File: config.mk
export PLATFORM = sky130hd
export DESIGN_NAME = led_pattern_monitor_flat
export DESIGN_NICKNAME = d
export VERILOG_FILES = /design/src/rtl/led_pattern_monitor_if.sv /design/src/rtl/led_pattern_monitor.sv /design/src/flat_wrapper.sv
export SDC_FILE = /design/constraint.sdc
export NUM_CORES = 1
export LEC_CHECK = 0
export BUFFER_PORTS_ARGS = -buffer_cell sky130_fd_sc_hd__buf_2
export CORE_MARGIN = 2
export CORE_UTILIZATION = 35
export CTS_CLUSTER_DIAMETER = 30
export CTS_CLUSTER_SIZE = 20
export DETAILED_ROUTE_END_ITERATION = 10
export PLACE_DENSITY = 0.59
export SYNTH_ARGS = -nofsm -noshare
export SYNTH_HDL_FRONTEND = slang
export SYNTH_SLANG_ARGS = --single-unit
File: constraint.sdc
create_clock -name clk -period 7.35 [get_ports clk]
set_clock_uncertainty 0.1 [all_clocks]
set_input_delay 0 -clock clk [delete_from_list [all_inputs] [get_ports clk]]
set_output_delay 0 -clock clk [all_outputs]
set_load 0.005 [all_outputs]
File: src/rtl/led_pattern_monitor_if.sv
// Signal bundle between an LED flasher (master) and the pattern monitor (slave).
// The flasher drives the LED bus; the monitor reports the decoded phase and status.
interface led_pattern_monitor_if #(
    parameter int MAX = 15
);
    logic [MAX:0] led;
    logic [2:0]   phase;
    logic [4:0]   count;
    logic         dir;
    logic         seq_done;
    logic         kick;
    logic         err;
    logic [2:0]   err_code;

    modport master (
        output led,
        input  phase, count, dir, seq_done, kick, err, err_code
    );

    modport slave (
        input  led,
        output phase, count, dir, seq_done, kick, err, err_code
    );
endinterface

File: src/rtl/led_pattern_monitor.sv
// Watches a thermometer-coded LED flasher and tracks its up/down phase sequence,
// flagging the first illegal sample with a sticky error code.
module led_pattern_monitor #(
    parameter int MAX = 15
) (
    input  logic                clk,
    input  logic                rst,
    led_pattern_monitor_if.slave bus
);
    typedef enum logic [2:0] {
        IDLE = 3'd0,
        UP16 = 3'd1,
        DN5  = 3'd2,
        UP11 = 3'd3,
        DN0  = 3'd4,
        UP6  = 3'd5,
        DN0F = 3'd6,
        LOST = 3'd7
    } phase_e;

    localparam logic [4:0] TOP     = 5'(MAX + 1);
    localparam logic [2:0] E_NONE  = 3'd0;
    localparam logic [2:0] E_THERM = 3'd1;
    localparam logic [2:0] E_STEP  = 3'd2;
    localparam logic [2:0] E_REV   = 3'd3;
    localparam logic [2:0] E_OVER  = 3'd4;
    localparam logic [2:0] E_HOLD  = 3'd5;

    logic [MAX:0] led_q, led_d;
    phase_e       phase_q, phase_d;
    logic [4:0]   count_q, count_d;
    logic         dir_q, dir_d;
    logic         seq_done_q, seq_done_d;
    logic         kick_q, kick_d;
    logic         err_q, err_d;
    logic [2:0]   err_code_q, err_code_d;
    logic [1:0]   hold_q, hold_d;
    logic         from_dn5_q, from_dn5_d;

    logic         therm_ok;
    logic [4:0]   n_new;
    logic         step_up;
    logic         step_dn;
    logic         step_hold;
    logic [2:0]   fault;

    always_comb begin
        therm_ok = 1'b1;
        for (int i = 1; i <= MAX; i++) begin
            if (led_q[i] && !led_q[i-1]) begin
                therm_ok = 1'b0;
            end
        end
        n_new     = 5'($countones(led_q));
        step_up   = (n_new == count_q + 5'd1);
        step_dn   = (count_q != 5'd0) && (n_new == count_q - 5'd1);
        step_hold = (n_new == count_q);
    end

    always_comb begin
        led_d      = bus.led;
        phase_d    = phase_q;
        count_d    = count_q;
        dir_d      = dir_q;
        seq_done_d = 1'b0;
        kick_d     = 1'b0;
        err_d      = err_q;
        err_code_d = err_code_q;
        hold_d     = hold_q;
        from_dn5_d = from_dn5_q;
        fault      = E_NONE;

        if (phase_q == LOST) begin
            // Track any clean thermometer value so resync can happen from wherever the flasher is.
            if (therm_ok) begin
                if (n_new != count_q) begin
                    dir_d = (n_new > count_q);
                end
                count_d = n_new;
                hold_d  = 2'd0;
                if (n_new == 5'd0) begin
                    phase_d = IDLE;
                end
            end
        end else begin
            if (!therm_ok) begin
                fault = E_THERM;
            end else if (!(step_up || step_dn || step_hold)) begin
                fault = E_STEP;
            end else begin
                unique case (phase_q)
                    IDLE: begin
                        if (step_up) phase_d = UP16;
                    end
                    UP16: begin
                        if (step_dn) begin
                            if (count_q == TOP) phase_d = DN5;
                            else                fault   = E_REV;
                        end
                    end
                    DN5: begin
                        if (step_dn && count_q == 5'd5) begin
                            fault = E_OVER;
                        end else if (step_up) begin
                            if (count_q == 5'd5) begin
                                phase_d    = UP11;
                                from_dn5_d = 1'b1;
                            end else begin
                                fault = E_REV;
                            end
                        end
                    end
                    UP11: begin
                        // Climbing past 11 is only a legal flick when the climb started at the DN5 turn.
                        if (step_up && count_q == 5'd11) begin
                            if (from_dn5_q) begin
                                phase_d = UP16;
                                kick_d  = 1'b1;
                            end else begin
                                fault = E_OVER;
                            end
                        end else if (step_dn) begin
                            if (count_q == 5'd11) phase_d = DN0;
                            else                  fault   = E_REV;
                        end
                    end
                    DN0: begin
                        if (step_up) begin
                            if (count_q == 5'd0 && hold_q != 2'd0) begin
                                phase_d = UP6;
                            end else if (count_q == 5'd0 || count_q == 5'd5) begin
                                phase_d    = UP11;
                                from_dn5_d = 1'b0;
                                kick_d     = 1'b1;
                            end else begin
                                fault = E_REV;
                            end
                        end
                    end
                    UP6: begin
                        if (step_up && count_q == 5'd6) begin
                            fault = E_OVER;
                        end else if (step_dn) begin
                            if (count_q == 5'd6) phase_d = DN0F;
                            else                 fault   = E_REV;
                        end
                    end
                    DN0F: begin
                        if (step_up) begin
                            fault = E_REV;
                        end else if (step_dn && n_new == 5'd0) begin
                            phase_d    = IDLE;
                            seq_done_d = 1'b1;
                        end
                    end
                    default: begin
                    end
                endcase
                if (step_hold && phase_q != IDLE && hold_q == 2'd2) begin
                    fault = E_HOLD;
                end
            end

            if (fault != E_NONE) begin
                phase_d    = LOST;
                err_d      = 1'b1;
                kick_d     = 1'b0;
                seq_done_d = 1'b0;
                hold_d     = 2'd0;
                from_dn5_d = from_dn5_q;
                if (!err_q) begin
                    err_code_d = fault;
                end
            end else begin
                count_d = n_new;
                if (step_hold) begin
                    hold_d = (phase_q == IDLE) ? 2'd0 : hold_q + 2'd1;
                end else begin
                    hold_d = 2'd0;
                    dir_d  = step_up;
                end
            end
        end
    end

    always_ff @(posedge clk or negedge rst) begin
        if (!rst) begin
            led_q      <= '0;
            phase_q    <= IDLE;
            count_q    <= '0;
            dir_q      <= 1'b0;
            seq_done_q <= 1'b0;
            kick_q     <= 1'b0;
            err_q      <= 1'b0;
            err_code_q <= '0;
            hold_q     <= '0;
            from_dn5_q <= 1'b0;
        end else begin
            led_q      <= led_d;
            phase_q    <= phase_d;
            count_q    <= count_d;
            dir_q      <= dir_d;
            seq_done_q <= seq_done_d;
            kick_q     <= kick_d;
            err_q      <= err_d;
            err_code_q <= err_code_d;
            hold_q     <= hold_d;
            from_dn5_q <= from_dn5_d;
        end
    end

    assign bus.phase    = phase_q;
    assign bus.count    = count_q;
    assign bus.dir      = dir_q;
    assign bus.seq_done = seq_done_q;
    assign bus.kick     = kick_q;
    assign bus.err      = err_q;
    assign bus.err_code = err_code_q;
endmodule
File: src/flat_wrapper.sv
// flat-port wrapper written by rule: the top's interface ports become plain ports
module led_pattern_monitor_flat 
#(
    parameter int MAX = 15
)
  (clk, rst, bus_led, bus_phase, bus_count, bus_dir, bus_seq_done, bus_kick, bus_err, bus_err_code);
  led_pattern_monitor_if #(.MAX(MAX)) bus_i ();
  input  logic clk;
  input  logic rst;
  input wire logic [$bits(bus_i.led)-1:0] bus_led;
  output wire logic [$bits(bus_i.phase)-1:0] bus_phase;
  output wire logic [$bits(bus_i.count)-1:0] bus_count;
  output wire logic [$bits(bus_i.dir)-1:0] bus_dir;
  output wire logic [$bits(bus_i.seq_done)-1:0] bus_seq_done;
  output wire logic [$bits(bus_i.kick)-1:0] bus_kick;
  output wire logic [$bits(bus_i.err)-1:0] bus_err;
  output wire logic [$bits(bus_i.err_code)-1:0] bus_err_code;
  assign bus_i.led = bus_led;
  assign bus_phase = bus_i.phase;
  assign bus_count = bus_i.count;
  assign bus_dir = bus_i.dir;
  assign bus_seq_done = bus_i.seq_done;
  assign bus_kick = bus_i.kick;
  assign bus_err = bus_i.err;
  assign bus_err_code = bus_i.err_code;
  led_pattern_monitor #(.MAX(MAX)) u_core (.clk(clk), .rst(rst), .bus(bus_i));
endmodule
==> summary.md <==
The tools report the number of I/O pins as 33. Number of buffers inserted to repair setup after CTS: 0. The run gives 4 as the detailed-router iteration count before antenna repair. TritonCTS built the clock tree. After routing, the total negative slack on setup checks comes to 0 ns. The maximum clock frequency was 162.4 MHz; the vias after detailed routing was 2281. After clock tree synthesis, the clock-pin slew on the worst setup and hold paths is 0.08 ns. The tools report the clock tree buffer depth as 2.

For this design, the sink count on the clock tree is 34. Synthesis-to-finish area growth: 19.63%. For the pin with the worst max-slew slack, the measured transition is 0.7718 ns. Summed over all nets, the half-perimeter wirelength after detailed placement is 4813 um. The number of levels the H-tree was split into is 2. The most used flip-flop cell after synthesis is dfrtp_1. The instance count after placement with tap cells included came out at 407.

The type of the most critical hold path is input port to async pin. STA puts the critical path data required time at 7.42 ns. The aggregate global routing overflow came out at 0. The final-report max-slew violation count is 0, and the post-layout minimum cycle time is 6.159 ns. After the first detailed-routing iteration, the DRC count stood at 79.

For the area of the core, the log shows 7687 um^2. The critical path's largest stage delay came out at 0.53 ns. Summed over all layers, the routed wires come to 6473 um. The logs give 0.2250 mV for the peak ir drop on the vdd network and 0 for the count of final hold-check violations. The logs give 0.3582 for the initial cell density of the core and 35 for the largest net degree at the start of global routing. For this run, the number of Yosys warnings is 0.

Averaged over all synthesized cells, the footprint is 9.697 um^2. The async set or reset register ratio after synthesis was 1.000. The utilization after layout is 0.4285, and the final-report setup violation count is 0. Once detail routing completed, the nets flagged for antenna violations numbered 0.

The final routed wire length divided by cell count was 14.98 um. STA classifies the critical path endpoint as a flop. The tools report the number of global-route vias before repair as 2366. The worst setup path is launched from a flop.

The latest clock arrival within the worst-skew pair is 0.29 ns, and the share of post-route cells with drive strength above 1 is 0.1455. In this run the static leakage power is 1.522 nW. The largest individual stage delay along the critical path comes from the cell fa_1. The worst setup path is of the flop to flop kind.

The full die area was 8594 um^2; the final cell count without fillers was 432. The congestion estimate from routability-driven global placement came to 0.8602. The netlist uses 58 different library cells. The number of maximum-capacitance constraint violations is 0, and the share of the yosys chip area belonging to registers is 0.3090.

After synthesis the netlist holds a flip-flop and latch count of 34. The final-stage net count is 389. The tightest hold path in the finished design has a slack of 0.2206 ns. The portion of the clock cycle consumed by the worst path in the final layout is 0.8379. The synthesized design contains 0 enable-type register cells. The initial antenna violation count came out at 0. For the worst-case headroom to the max-slew limit, the log shows 0.4854. The signal on the critical path passes through ha_1, inv_1, fa_1, inv_1, fa_1, inv_1, fa_1, inv_1, fa_1, ha_1, fa_1, xnor2_2, xnor3_1, nor4b_4, and2_1, a32o_1, o41a_1, mux2_1.

Power spread over the standard cell area amounts to 418.3 nW/um^2. The run finished with clean final reports. Setup repair after global routing left no endpoint under its margin. In the routed design, unresolved DRC markers number 0. Port buffering added 32 buffers. The floorplan step set the die height to 92.71 um.

The number of placement rows was 32; the number of antenna repair diodes was 0. The die boundary width works out to 92.71 um. Counting every instance in the synthesized netlist gives 284. At the worst endpoint, the arrival time is 6.23 ns. The run gives 5 as the number of clock buffers inserted by TritonCTS.

The post-layout total power came out at 1.378 mW. The mapped netlist covers 2754 um^2. In the routed layout, each cell is associated on average with a via count of 5.280. By instance count, the cell type seen most on the critical path is fa_1. The worst-path maximum fanout came out at 11. Counting every net in the synthesized netlist gives 344.

The cell sitting at the root of the clock tree is a clkbuf_8. The first global-routing pass estimated 11400 um of wire. The tools report the overall routing resource usage as 0.1680.
[cells by family after synthesis]
group / after synthesis / share of synthesized area
and+or+nand+nor: 82 / 0.1708
buffers and inverters: 46 / 0.06769
adders and majority gates: 42 / 0.2208
DFF: 34 / 0.3090
AOI/OAI and AO/OA: 65 / 0.1717
muxes: 5 / 0.02044
xor gates and xnor gates: 10 / 0.03953
[sequential cells by signal, summed over array words and instances (netlist names), 2 cells and up]
name	cells
u_core.bus.err_code	3
u_core.hold_q	2
u_core.bus.phase	3
u_core.led_q	16
u_core.bus.count	5
[worst max-delay path, delay by kind of cell (launching register included)]
kind / cells / cell delay (ns)
compound gates: 2 / 0.79
xor+xnor: 2 / 0.74
fa+ha+maj: 7 / 2.79
buf+inv: 4 / 0.24
flops: 1 / 0.40
mux: 1 / 0.37
simple gates: 2 / 0.60
[per-stage QoR]
stage / setup WS, ns / cell area [um^2]
5_1_grt: 0.8510 / 3294
3_5_place_dp: 1.209 / 2987
2_1_floorplan: 1.650 / 2754
4_1_cts: 1.182 / 3294
6_report: 1.191 / 3294
3_3_place_gp: 1.223 / 2987
[repair_timing]
item	in CTS	in global routing
hold buffers	17	0
resized for setup	0	0
endpoints found under the hold margin	50	0
[power by group]
| part | internal [mW] | total, mW | switching (mW) |
|---|---|---|---|
| Combinational | 0.374 | 0.890 | 0.515 |
| Clock | 0.136 | 0.211 | 0.0748 |
| Sequential | 0.211 | 0.278 | 0.0664 |
| Total | 0.722 | 1.38 | 0.656 |
[area by class of cell]
class	instances	area, um^2
multi-input cells	204	1717
well taps	102	127.6
inverters	35	131.4
clock inverters	3	68.82
fillers	745	4393
flip-flops and latches	34	850.8
clock buffers	5	68.82
repair buffers	49	330.3
[cell usage after synthesis, types with 7 or more instances]
cell type	n	area [um^2]
dfrtp_1	34	850.8
ha_1	31	387.9
nand2_1	10	37.54
nor3_1	9	45.04
nand3_1	11	55.05
a21oi_1	9	45.04
xnor2_1	7	61.31
fa_1	11	220.2
nor2_1	16	60.06
o21ai_0	8	40.04
inv_1	34	127.6
nand2b_1	7	43.79
[layout by cell type (no fill, tap or decap), drive strengths merged, types with 10 or more instances in the layout]
master,n
ha,31
inv,35
o21ai,13
nand2,10
nand3,11
dlygate4sd3,17
dfrtp,34
fa,11
nor2,16
nor3,12
buf,32
[metal layers]
layer  wire [um]  vias up  part of all wire  global-route usage
met2        2984       61              0.46              0.2652
met4         108        0             0.017             0.05270
met3         312        9             0.048             0.03336
met5           0        -                 0                   0
met1        3068     1105              0.47              0.2329
li1            -     1106                 -                   -
[worst paths after layout]
check	from	endpoint	slack, ns	cells after the start
max in group asynchronous	rst	u_core.led_q[10]	6.44	2
worst max register to register	u_core.led_q[1]	u_core.bus.count[1]	1.19	18
worst min register to register	u_core.bus.err_code[2]	u_core.bus.err_code[2]	0.39	1
worst min-delay path	rst	u_core.bus.phase[1]	0.22	2
min in group clk	bus_led[5]	u_core.led_q[5]	0.25	2
worst max-delay path	u_core.led_q[1]	u_core.bus.count[1]	1.19	18
No activity file was read; power rests on OpenSTA's default activity.
